### config.mk
export PLATFORM = sky130hd
export DESIGN_NAME = commit_reorder_buffer
export DESIGN_NICKNAME = d
export VERILOG_FILES = /design/src/rtl/commit_reorder_buffer.sv
export SDC_FILE = /design/constraint.sdc
export NUM_CORES = 1
export LEC_CHECK = 0
export BUFFER_PORTS_ARGS = -buffer_cell sky130_fd_sc_hd__buf_4
export CAP_MARGIN = 20
export CORE_ASPECT_RATIO = 1.2
export CORE_UTILIZATION = 44
export CTS_BUF_LIST = sky130_fd_sc_hd__clkbuf_8
export CTS_CLUSTER_SIZE = 8
export DETAILED_ROUTE_END_ITERATION = 7
export PLACE_DENSITY = 0.68
export SLEW_MARGIN = 0
export SYNTH_ARGS = -nofsm -noshare
export SYNTH_HDL_FRONTEND = slang
export SYNTH_SLANG_ARGS = --single-unit
### constraint.sdc
create_clock -name clk -period 4.14 [get_ports clk]
set_input_delay 0.828 -clock clk [delete_from_list [all_inputs] [get_ports clk]]
set_output_delay 0.828 -clock clk [all_outputs]
set_load 0.01 [all_outputs]
### src/rtl/commit_reorder_buffer.sv
// In-order retirement buffer behind the 4-wide rename stage.
// Accepts up to 4 instructions per cycle, completes them from 2 writeback ports, and retires 1 per cycle.
module commit_reorder_buffer #(
  parameter int DEPTH  = 16,
  parameter int IDX_W  = 4,
  parameter int PHY_W  = 6,
  parameter int ARCH_W = 5
) (
  input  logic              clk,
  input  logic              rst,
  input  logic              Alloc_En,
  input  logic              Inst1_Valid,
  input  logic              Inst1_RegW,
  input  logic [ARCH_W-1:0] Inst1_Rdst,
  input  logic [PHY_W-1:0]  Inst1_Phydst,
  input  logic              Inst2_Valid,
  input  logic              Inst2_RegW,
  input  logic [ARCH_W-1:0] Inst2_Rdst,
  input  logic [PHY_W-1:0]  Inst2_Phydst,
  input  logic              Inst3_Valid,
  input  logic              Inst3_RegW,
  input  logic [ARCH_W-1:0] Inst3_Rdst,
  input  logic [PHY_W-1:0]  Inst3_Phydst,
  input  logic              Inst4_Valid,
  input  logic              Inst4_RegW,
  input  logic [ARCH_W-1:0] Inst4_Rdst,
  input  logic [PHY_W-1:0]  Inst4_Phydst,
  output logic [IDX_W-1:0]  Alloc1_Idx,
  output logic [IDX_W-1:0]  Alloc2_Idx,
  output logic [IDX_W-1:0]  Alloc3_Idx,
  output logic [IDX_W-1:0]  Alloc4_Idx,
  output logic              ROB_Stall,
  input  logic              WB1_Valid,
  input  logic [IDX_W-1:0]  WB1_Idx,
  input  logic              WB1_Mispredict,
  input  logic              WB2_Valid,
  input  logic [IDX_W-1:0]  WB2_Idx,
  output logic              Commit,
  output logic [PHY_W-1:0]  Commit_Phy,
  output logic [ARCH_W-1:0] Commit_Rdst,
  output logic              Retire,
  output logic              Branch_flush,
  output logic [IDX_W:0]    Count
);

  typedef struct packed {
    logic              regw;
    logic [ARCH_W-1:0] rdst;
    logic [PHY_W-1:0]  phy;
  } payload_t;

  logic [DEPTH-1:0] valid;
  logic [DEPTH-1:0] done;
  logic [DEPTH-1:0] mis;
  payload_t         pay [DEPTH];
  logic [IDX_W-1:0] head;
  logic [IDX_W-1:0] tail;

  logic [3:0]       lv;
  payload_t         lp [4];
  logic [IDX_W-1:0] li [4];
  logic [IDX_W-1:0] off;
  logic [2:0]       n;
  logic [IDX_W+1:0] need;
  logic             accept;
  logic             retire;
  logic             flush;
  logic             wb1_ok;
  logic             wb2_ok;

  // Valid lanes are packed onto consecutive entries starting at tail.
  always_comb begin
    lv = {Inst4_Valid, Inst3_Valid, Inst2_Valid, Inst1_Valid};
    lp[0] = payload_t'{Inst1_RegW, Inst1_Rdst, Inst1_Phydst};
    lp[1] = payload_t'{Inst2_RegW, Inst2_Rdst, Inst2_Phydst};
    lp[2] = payload_t'{Inst3_RegW, Inst3_Rdst, Inst3_Phydst};
    lp[3] = payload_t'{Inst4_RegW, Inst4_Rdst, Inst4_Phydst};
    off = '0;
    n = '0;
    for (int k = 0; k < 4; k++) begin
      li[k] = tail + off;
      if (lv[k]) begin
        off = off + 1'b1;
        n = n + 1'b1;
      end
    end
  end

  assign Alloc1_Idx = li[0];
  assign Alloc2_Idx = li[1];
  assign Alloc3_Idx = li[2];
  assign Alloc4_Idx = li[3];

  assign need = (IDX_W+2)'(Count) + (IDX_W+2)'(n);
  assign ROB_Stall = Branch_flush | (need > (IDX_W+2)'(DEPTH));
  assign accept = Alloc_En & ~ROB_Stall;
  assign retire = valid[head] & done[head] & (Count != '0);
  assign flush = retire & mis[head];
  assign wb1_ok = WB1_Valid & valid[WB1_Idx] & ~Branch_flush;
  assign wb2_ok = WB2_Valid & valid[WB2_Idx] & ~Branch_flush;

  always_ff @(posedge clk or negedge rst) begin
    if (!rst) begin
      valid <= '0;
      done <= '0;
      mis <= '0;
      for (int i = 0; i < DEPTH; i++) pay[i] <= '0;
      head <= '0;
      tail <= '0;
      Count <= '0;
      Commit <= 1'b0;
      Commit_Phy <= '0;
      Commit_Rdst <= '0;
      Retire <= 1'b0;
      Branch_flush <= 1'b0;
    end else begin
      Retire <= retire;
      Commit <= retire & pay[head].regw & (pay[head].rdst != '0);
      Branch_flush <= flush;
      if (retire) begin
        Commit_Phy <= pay[head].phy;
        Commit_Rdst <= pay[head].rdst;
      end
      // A mispredicted head squashes everything younger, same-cycle traffic included.
      if (flush) begin
        valid <= '0;
        head <= head + 1'b1;
        tail <= head + 1'b1;
        Count <= '0;
      end else begin
        if (wb1_ok) begin
          done[WB1_Idx] <= 1'b1;
          mis[WB1_Idx] <= WB1_Mispredict;
        end
        if (wb2_ok) done[WB2_Idx] <= 1'b1;
        if (accept) begin
          for (int k = 0; k < 4; k++) begin
            if (lv[k]) begin
              valid[li[k]] <= 1'b1;
              done[li[k]] <= 1'b0;
              mis[li[k]] <= 1'b0;
              pay[li[k]] <= lp[k];
            end
          end
          tail <= tail + IDX_W'(n);
        end
        if (retire) begin
          valid[head] <= 1'b0;
          head <= head + 1'b1;
        end
        Count <= Count + (accept ? (IDX_W+1)'(n) : '0) - (IDX_W+1)'(retire);
      end
    end
  end

endmodule

* After elaboration in Yosys (flattened, before gate mapping)
Cells that the tools add are included.
Storage, ports and cells: register bits after elaboration 267, latch bits 0, memory bits (writable) 0, memory bits (read-only) 0, input port bits 66, output and inout port bits 36, memories 0
Cells by class: $add $sub $neg 13, $mul 0, div/mod/pow operators 0, $lt $le $gt $ge 24, equal/unequal tests 0, shift operators 0, mux-type cells 105, bitwise operators 39, reductions and logical operators 16
Operator list (number):
- two-way mux 192 bit | 10
- bitwise mux 192 bit | 4
- two-way mux 16 bit | 42
- demux 12 bit (select 4 bit) | 4
- AND 16 bit | 9
- bitwise OR 16 bit | 6
- NOT 16 bit | 5
- two-way mux 12 bit | 6
- binary-select mux 12 bit (select 4 bit) | 1
- less-than comparator 4 x 5 -> 1 bit (second input constant) | 7
- demux 1 bit (select 4 bit) | 7
- >= comparator 4 x 1 -> 1 bit (second input constant) | 7
- >= comparator 5 bit (second input constant) | 5
- NOT 4 -> 5 bit | 5
- two-way mux 4 bit | 6
- binary-select mux 1 bit (select 4 bit) | 5
- less-than comparator 5 x 1 -> 1 bit (second input constant) | 4
- bitwise mux 16 bit | 1
- two-way mux 1 bit | 14
- adder 4 x 1 -> 4 bit (second input constant) | 3
- adder 4 bit | 3
- two-way mux 3 bit | 4
- logical AND 1 bit | 11
- AND 1 bit | 10
- other kinds (12) | 18

* Depth between registers and ports, before layout
Gate-level depths: netlist (run 1).
depth after elaboration 29, depth in mapped cells 24, gate-level depth less buffers 22

* Least setup slack after synthesis (run 1)
No wires, ideal clock.
path type input to register, from in Inst1_Valid, to reg Count[4], arrival time 4945 ps, data required time 4019 ps, slack -926 ps, cell stages on the path 23, path buffers 2, cells stage by stage inv_1 -> ha_1 -> xor2_1 -> ha_1 -> mux2_2 -> ha_1 -> a21o_1 -> a21oi_1 -> a2111o_1 -> a2111o_1 -> buf_2 -> clkbuf_1 -> nand2b_1 -> ha_1 -> inv_1 -> ha_1 -> inv_1 -> fa_1 -> inv_1 -> a21o_1 -> a21oi_1 -> xnor2_1 -> nor2_1
On the way: longest elaborated chain between the ends 16
Ends and longest elaborated chain:
- start: declaration | line 12 | input logic Inst1_Valid,
- two-way mux 1 bit (*) | line 82 | if (lv[k]) begin
- adder 3 x 1 -> 3 bit | line 84 | n = n + 1'b1;
- two-way mux 3 bit (*) | line 82
- adder 3 x 1 -> 3 bit | line 84
- two-way mux 3 bit (*) | line 82
- adder 3 x 1 -> 3 bit | line 84
- two-way mux 3 bit (*) | line 82
- adder 5 x 3 -> 6 bit | line 94 | assign need = (IDX_W+2)'(Count) + (IDX_W+2)'(n);
- greater-than comparator 6 x 5 -> 1 bit | line 95 | assign ROB_Stall = Branch_flush | (need > (IDX_W+2)'(DEPTH));
- bitwise OR 1 bit | line 95
- NOT 1 bit | line 96 | assign accept = Alloc_En & ~ROB_Stall;
- AND 1 bit | line 96
- two-way mux 3 bit (*) | line 151 | Count <= Count + (accept ? (IDX_W+1)'(n) : '0) - (IDX_W+1)'(retire);
- adder 5 x 3 -> 5 bit (*) | line 151
- subtractor 5 x 1 -> 5 bit (*) | line 151
- two-way mux 5 bit (*) | line 125 | if (flush) begin
- end signal: assignment | line 151
- end: declaration | line 43 | output logic [IDX_W:0] Count
Every way passes the cells marked *; elsewhere a longest branch is shown, timed or not. A chain may end at the register's enable or synchronous reset.

* Worst setup path after layout (run 1)
from in Inst2_Valid, to reg Count[4]
On the way: longest elaborated chain between the ends 14
Ends and longest elaborated chain:
- start: declaration | line 16 | input logic Inst2_Valid,
- two-way mux 3 bit (*) | line 82
- adder 3 x 1 -> 3 bit | line 84
- two-way mux 3 bit (*) | line 82
- adder 3 x 1 -> 3 bit | line 84
- two-way mux 3 bit (*) | line 82
- adder 5 x 3 -> 6 bit | line 94
- greater-than comparator 6 x 5 -> 1 bit | line 95
- bitwise OR 1 bit | line 95
- NOT 1 bit | line 96
- AND 1 bit | line 96
- two-way mux 3 bit (*) | line 151
- adder 5 x 3 -> 5 bit (*) | line 151
- subtractor 5 x 1 -> 5 bit (*) | line 151
- two-way mux 5 bit (*) | line 125
Marks and branches as above.

==> metrics.txt, run 1 <==
Slew Limit Headroom=30.3%; Tcrit/Tclk final=99.4%; critical path cell sequence=buf_8, inv_6, ha_4, xor2_4, buf_6, xor2_2, ha_2, inv_2, fa_2, xnor2_1, a2111o_1, a2111o_2, nand2b_4, ha_4, inv_4, ha_4, inv_2, fa_2, inv_2, a21o_1, a21oi_2, xnor2_1, nor2_1; setup TNS=0 ns; Yosys top cell by area=dfrtp_1; Clk network pwr share=12.6%; CTS Hold Bufs=0; mux cell area share after synthesis=24.9%; Vert. Die Dim=251 um; post-synthesis register bit count=267; Rows=90; clock buffer depth=3; WL per Instance=31.6 um; min Tclk post-route=4.11 ns; leak pwr=10.6 nW; Synth top area share=29.5%; largest cells by area after synthesis=dfrtp_1 29%, mux2_2 8.9%, mux2i_1 7.8%, mux4_2 7.6%, clkbuf_1 3.7%; switching share of power=46.3%; Tot Pwr=22.4 mW; Final Setup Violations=0; adder-cell share of the synthesized area=2.04%; Placed Cells=3,114; Hold Path Class=in2async; xor and xnor area share after synthesis=0.805%; post-synthesis sequential area ratio=29.5%; initial antenna violation count=7; Worst Path Max Fanout=4; CTS tree=built; top post-synthesis cells by count=267 x dfrtp_1, 226 x clkbuf_1, 214 x nand2_1, 180 x mux2_2, 177 x mux2i_1; Comb power frac=65.1%; Root Buffer=clkbuf_8; Final nets=2,628; Port Buf Inserts=101; most numerous cell in the Yosys netlist=dfrtp_1; Max IR drop VDD=350 uV; CP Class=in2reg; synth warn=0; global-route wire length before repair=150,000 um; finished layout cell area=26,200 sq um; H-tree levels=2; slew of the pin with the lowest slew margin=1.04 ns; DP HPWL=65,300 um; Starting Density=44.9%; CP Launch Type=input pin; core area=50,600 sq um; syn_area_per_cell=9.08 sq um; count of pins over their slew limit=0; Layout Utilization=51.8%; worst endpoint required time=4.70 ns; layout cells sized above 1=28.2%; post-synth cell types=69; status=finished clean; fmax=243 MHz; largest net degree at the start of global routing=107; post-route ant nets=0; Die W=209 um; number of top-level pins=102; vias in the first global route=23.4k; pre-CTS WS=-0.757 ns; critical path's slowest cell=a2111o_2; Simple-Gate Fraction of Synth Area=14.0%; vias per cell=7.44; final hold violations=0; ys flop type=dfrtp_1; Pint=12.0 mW; Max Cap Violations=0; worst path bufs/invs=7; DRC=0; P_sw=10.4 mW; CTS Sinks=267; routed wire length=102,000 um; synthesized cell area=22,700 sq um; total gr overflow=0; cts bufs inserted=50; post-synthesis compound-gate area fraction=22.4%; Mapped Cells=2,497; Final Skew=0.0434 ns; gr usage total=38.2%; fin cells=3,212; sequential share of power=22.3%; main combinational cell family by area after synthesis=multiplexers; family with the most delay on the worst path=adder cells; Die ar.=52,500 sq um; Crit path largest cell delay=0.47 ns; drt pass-1 iters=7; Synth Net Count=2,597; routability cong.=0.995; hold slack=0.156 ns; setup ws final=0.0260 ns; number of flops mapped to enable cells by yosys=0; power density cells=854 nW/um^2; Critical Path End Type=flip-flop; Worst-path clk slew=0.06 ns; DP Area=25,000 sq um; drt initial violations=3,567; Skew-Pair Late Insertion Delay=0.70 ns; Area Overhead vs Synth=15.4%; Worst EP arrival=4.67 ns; ys async rst share=100%; via count=23.9k; RSZ-0062 raised after global routing=yes
[routing by layer]
metal  vias to the layer above  global-route usage [%]  part of all wire (%)
li1                       9635                       -                     -
met1                     11500                    44.8                    34
met2                      2096                    55.8                    43
met3                       651                    13.6                    13
met4                        12                    32.1                   9.8
met5                         -                       0                 0.081
[power by group through the flow]
stage | Clock, mW | Combinational (mW) | Sequential [mW]
final | 2.81 | 14.6 | 4.99
after global routing | 2.94 | 15.3 | 5.07
after CTS | 2.83 | 14.0 | 4.92
after detailed placement | 0 | 14.0 | 4.95
after global placement | 0 | 13.6 | 4.88
after floorplan | 0 | 9.43 | 4.50
[sequential cells by signal (all words and copies together), names as in the netlist]
name / cells
Branch_flush: 1
Commit: 1
Commit_Phy: 6
Commit_Rdst: 5
Count: 5
Retire: 1
done: 16
head: 4
mis: 16
pay: 192
tail: 4
valid: 16
[cells in the final DEF, fill, tap and decap left out, types with 77 or more instances in the layout]
master / n
a31oi_1: 105
buf_4: 273
dfrtp_1: 265
mux2_2: 179
mux2i_1: 168
mux4_2: 77
nand2_1: 214
nand3_1: 85
nor2_1: 148
nor3_1: 104
o21ai_0: 144
[path summary, 6_finish.rpt]
path / slack (ns) / end / cells past startpoint / from
worst max-delay path: 0.03 / Count[4]$_DFF_PN0_ / 23 / Inst2_Valid
worst min-delay path: 0.16 / Count[4]$_DFF_PN0_ / 1 / rst
worst max register to register: 0.54 / Count[4]$_DFF_PN0_ / 17 / Count[0]$_DFF_PN0_
worst min register to register: 0.51 / pay[51]$_DFFE_PN0P_ / 1 / pay[51]$_DFFE_PN0P_
max in group asynchronous: 2.91 / pay[89]$_DFFE_PN0P_ / 2 / rst
min in group clk: 0.51 / pay[51]$_DFFE_PN0P_ / 1 / pay[51]$_DFFE_PN0P_
[cells by family (layout without fill, tap and decap cells)]
logic type                 count (synthesis)  count (layout)
AOI/OAI and AO/OA                        708             708
and+or+nand+nor                          671             671
muxes                                    444             444
buffers and inverters                    353             421
DFF                                      267             267
adders and majority gates                 34              34
xor gates and xnor gates                  20              20
other                                      0               3
[final cells by class]
| cell class | count | area (sq um) |
|---|---|---|
| flip-flops and latches | 267 | 6690 |
| fillers | 4524 | 24400 |
| repair buffers | 306 | 2670 |
| diodes | 3 | 7.51 |
| inverters | 26 | 113 |
| clock buffers | 60 | 826 |
| well taps | 644 | 806 |
| multi-input cells | 1877 | 14800 |
| clock inverters | 29 | 210 |
[what timing repair did]
item                       in CTS  in global routing
buffers inserted                1                  4
hold endpoints to repair        0                  0
setup endpoints to repair       2                 56
gates resized for setup         8                  7
pin swaps                       8                  8
(Power assumes the default switching activity.)
==> run 2: changes to the inputs <==
--- a/config.mk
+++ b/config.mk
@@ -12,7 +12,7 @@
 export CTS_BUF_LIST = sky130_fd_sc_hd__clkbuf_8
 export CTS_CLUSTER_SIZE = 8
 export DETAILED_ROUTE_END_ITERATION = 7
-export PLACE_DENSITY = 0.68
+export PLACE_DENSITY = 0.71
 export SLEW_MARGIN = 0
 export SYNTH_ARGS = -nofsm -noshare
 export SYNTH_HDL_FRONTEND = slang
==> metrics.txt, run 2 (synthesis results as in run 1) <==
routed wire length=95,100 um; cell repeated most along the worst path=ha_4; FF-to-FF setup slack=0.25 ns; Rows=90; failing checks=design-rule violations; Area Overhead vs Synth=15.2%; Die W=209 um; drt initial violations=3,662; most flop-heavy register=pay; family with the most delay on the worst path=adder cells; CP Launch Type=input pin; Skew-Pair Late Insertion Delay=0.69 ns; core area=50,600 sq um; DP Area=25,000 sq um; RSZ-0062 raised after global routing=yes; CTS Hold Bufs=0; cts bufs inserted=49; status=finished with violations; post-route ant nets=0; largest net degree at the start of global routing=102; gr usage total=35.9%; Max Cap Violations=0; total gr overflow=0; worst flop-to-flop path endpoint=mis[4]$_DFFE_PN0N_; Starting Density=44.9%; DP HPWL=63,300 um; fmax=243 MHz; count of pins over their slew limit=0; slew of the pin with the lowest slew margin=1.12 ns; Final Setup Violations=0; Final nets=2,619; cells on worst reg2reg path=10; Critical Path End Type=flip-flop; Worst Path Max Fanout=4; Root Buffer=clkbuf_8; vias per cell=7.40; finished layout cell area=26,100 sq um; CTS tree=built; Tcrit/Tclk final=99.3%; Worst Setup SP=Inst2_Valid; Worst EP arrival=4.66 ns; most frequent cells in the layout=265 x dfrtp_1, 261 x buf_4, 214 x nand2_1, 179 x mux2_2, 168 x mux2i_1; hold slack=0.179 ns; worst endpoint required time=4.69 ns; layout cells sized above 1=28.0%; Max IR drop VDD=455 uV; Final Skew=0.0392 ns; power density cells=851 nW/um^2; Vert. Die Dim=251 um; clock buffer depth=3; drt pass-1 iters=8; Crit path largest cell delay=0.51 ns; number of top-level pins=102; worst path bufs/invs=6; commonest non-fill, non-tap cell in the layout=dfrtp_1; CTS Sinks=267; CP Class=in2reg; min Tclk post-route=4.11 ns; initial antenna violation count=5; leak pwr=10.5 nW; Hold Path Class=in2async; global-route wire length before repair=144,000 um; Slew Limit Headroom=23.5%; critical path cell sequence=buf_8, inv_6, ha_4, xor2_4, ha_1, mux2_4, inv_1, fa_2, xnor2_1, a2111o_1, a2111o_2, nand2b_4, ha_4, inv_4, ha_4, inv_2, fa_2, inv_2, a21o_1, a21oi_2, xnor2_1, nor2_1; H-tree levels=2; critical path's slowest cell=a2111o_2; Die ar.=52,500 sq um; final hold violations=0; R2R Path Start=tail[1]$_DFFE_PN0P_; via count=23.7k; WL per Instance=29.7 um; routability cong.=0.978; vias in the first global route=23.5k; Worst-path clk slew=0.06 ns; max reg flops=192; Port Buf Inserts=101; DRC=31
==> run 2: cell count changes in the layout (fill, tap and decap cells not counted), sizes merged, moves of 3 or more <==
cell	previous run	this run
buf	305	297
clkbuf	61	67
clkinv	6	10
clkinvlp	3	0
inv	43	39
==> run 2: worst reg2reg max path, stage by stage (launching register included) <==
cell	delay (ns)
dfrtp_1	0.87
fa_1	0.48
buf_4	0.20
and3b_1	0.19
mux2i_1	0.87
a21oi_2	0.16
buf_12	0.23
nor3b_1	0.34
buf_4	0.19
o21ai_0	0.09
o211ai_1	0.18
==> run 2: timing repair <==
action,CTS,global route
cloned,0,1
pin swaps,8,14
gates resized for setup,3,11
setup endpoints to repair,2,147
buffers inserted,1,1
==> run 2: metal layers <==
| layer | wire length, um | track usage, % | part of all wire, % | up-vias |
|---|---|---|---|---|
| li1 | - | - | - | 9596 |
| met1 | 33100 | 42.4 | 35 | 11500 |
| met2 | 41600 | 54.1 | 44 | 2007 |
| met3 | 11600 | 10.7 | 12 | 617 |
| met4 | 8810 | 29.0 | 9.3 | 2 |
| met5 | 13 | 0 | 0.014 | - |
==> run 2: final cells by class <==
cell class / count / area, sq um
Fill cell: 4425 / 24400
Multi-Input combinational cell: 1877 / 14800
Sequential cell: 267 / 6690
Timing Repair Buffer: 298 / 2660
Clock buffer: 66 / 908
Tap cell: 644 / 806
Clock inverter: 24 / 143
Inverter: 26 / 113
Antenna cell: 1 / 2.50
==> run 2: worst max-delay path by stage <==
stage / depth (start not counted) / end
final: 22 / Count[4]$_DFF_PN0_
after CTS: 22 / Count[4]$_DFF_PN0_
after detailed placement: 22 / Count[4]$_DFF_PN0_
after floorplan: 23 / Count[4]$_DFF_PN0_
after global routing: 22 / Count[4]$_DFF_PN0_
after global placement: 22 / Count[4]$_DFF_PN0_
==> run 2: per-stage QoR <==
step,util [%],setup slack [ns],TNS [ns],std cells,total power [mW]
global placement,49.4,-0.734,-86.48,3109,18.2
floorplan,-,-0.664,-3.18,2497,13.9
detailed placement,49.4,-0.769,-100.02,3109,18.7
global route,51.7,-0.111,-0.231,3203,23.2
CTS,51.5,0.0144,0,3200,21.6
finish,51.7,0.0280,0,3203,22.2
==> run 2: power breakdown <==
group	total (mW)	switching [mW]	internal, mW
Combinational	14.5	7.83	6.64
Clock	2.83	1.34	1.49
Sequential	4.95	1.12	3.83
Total	22.2	10.3	12.0
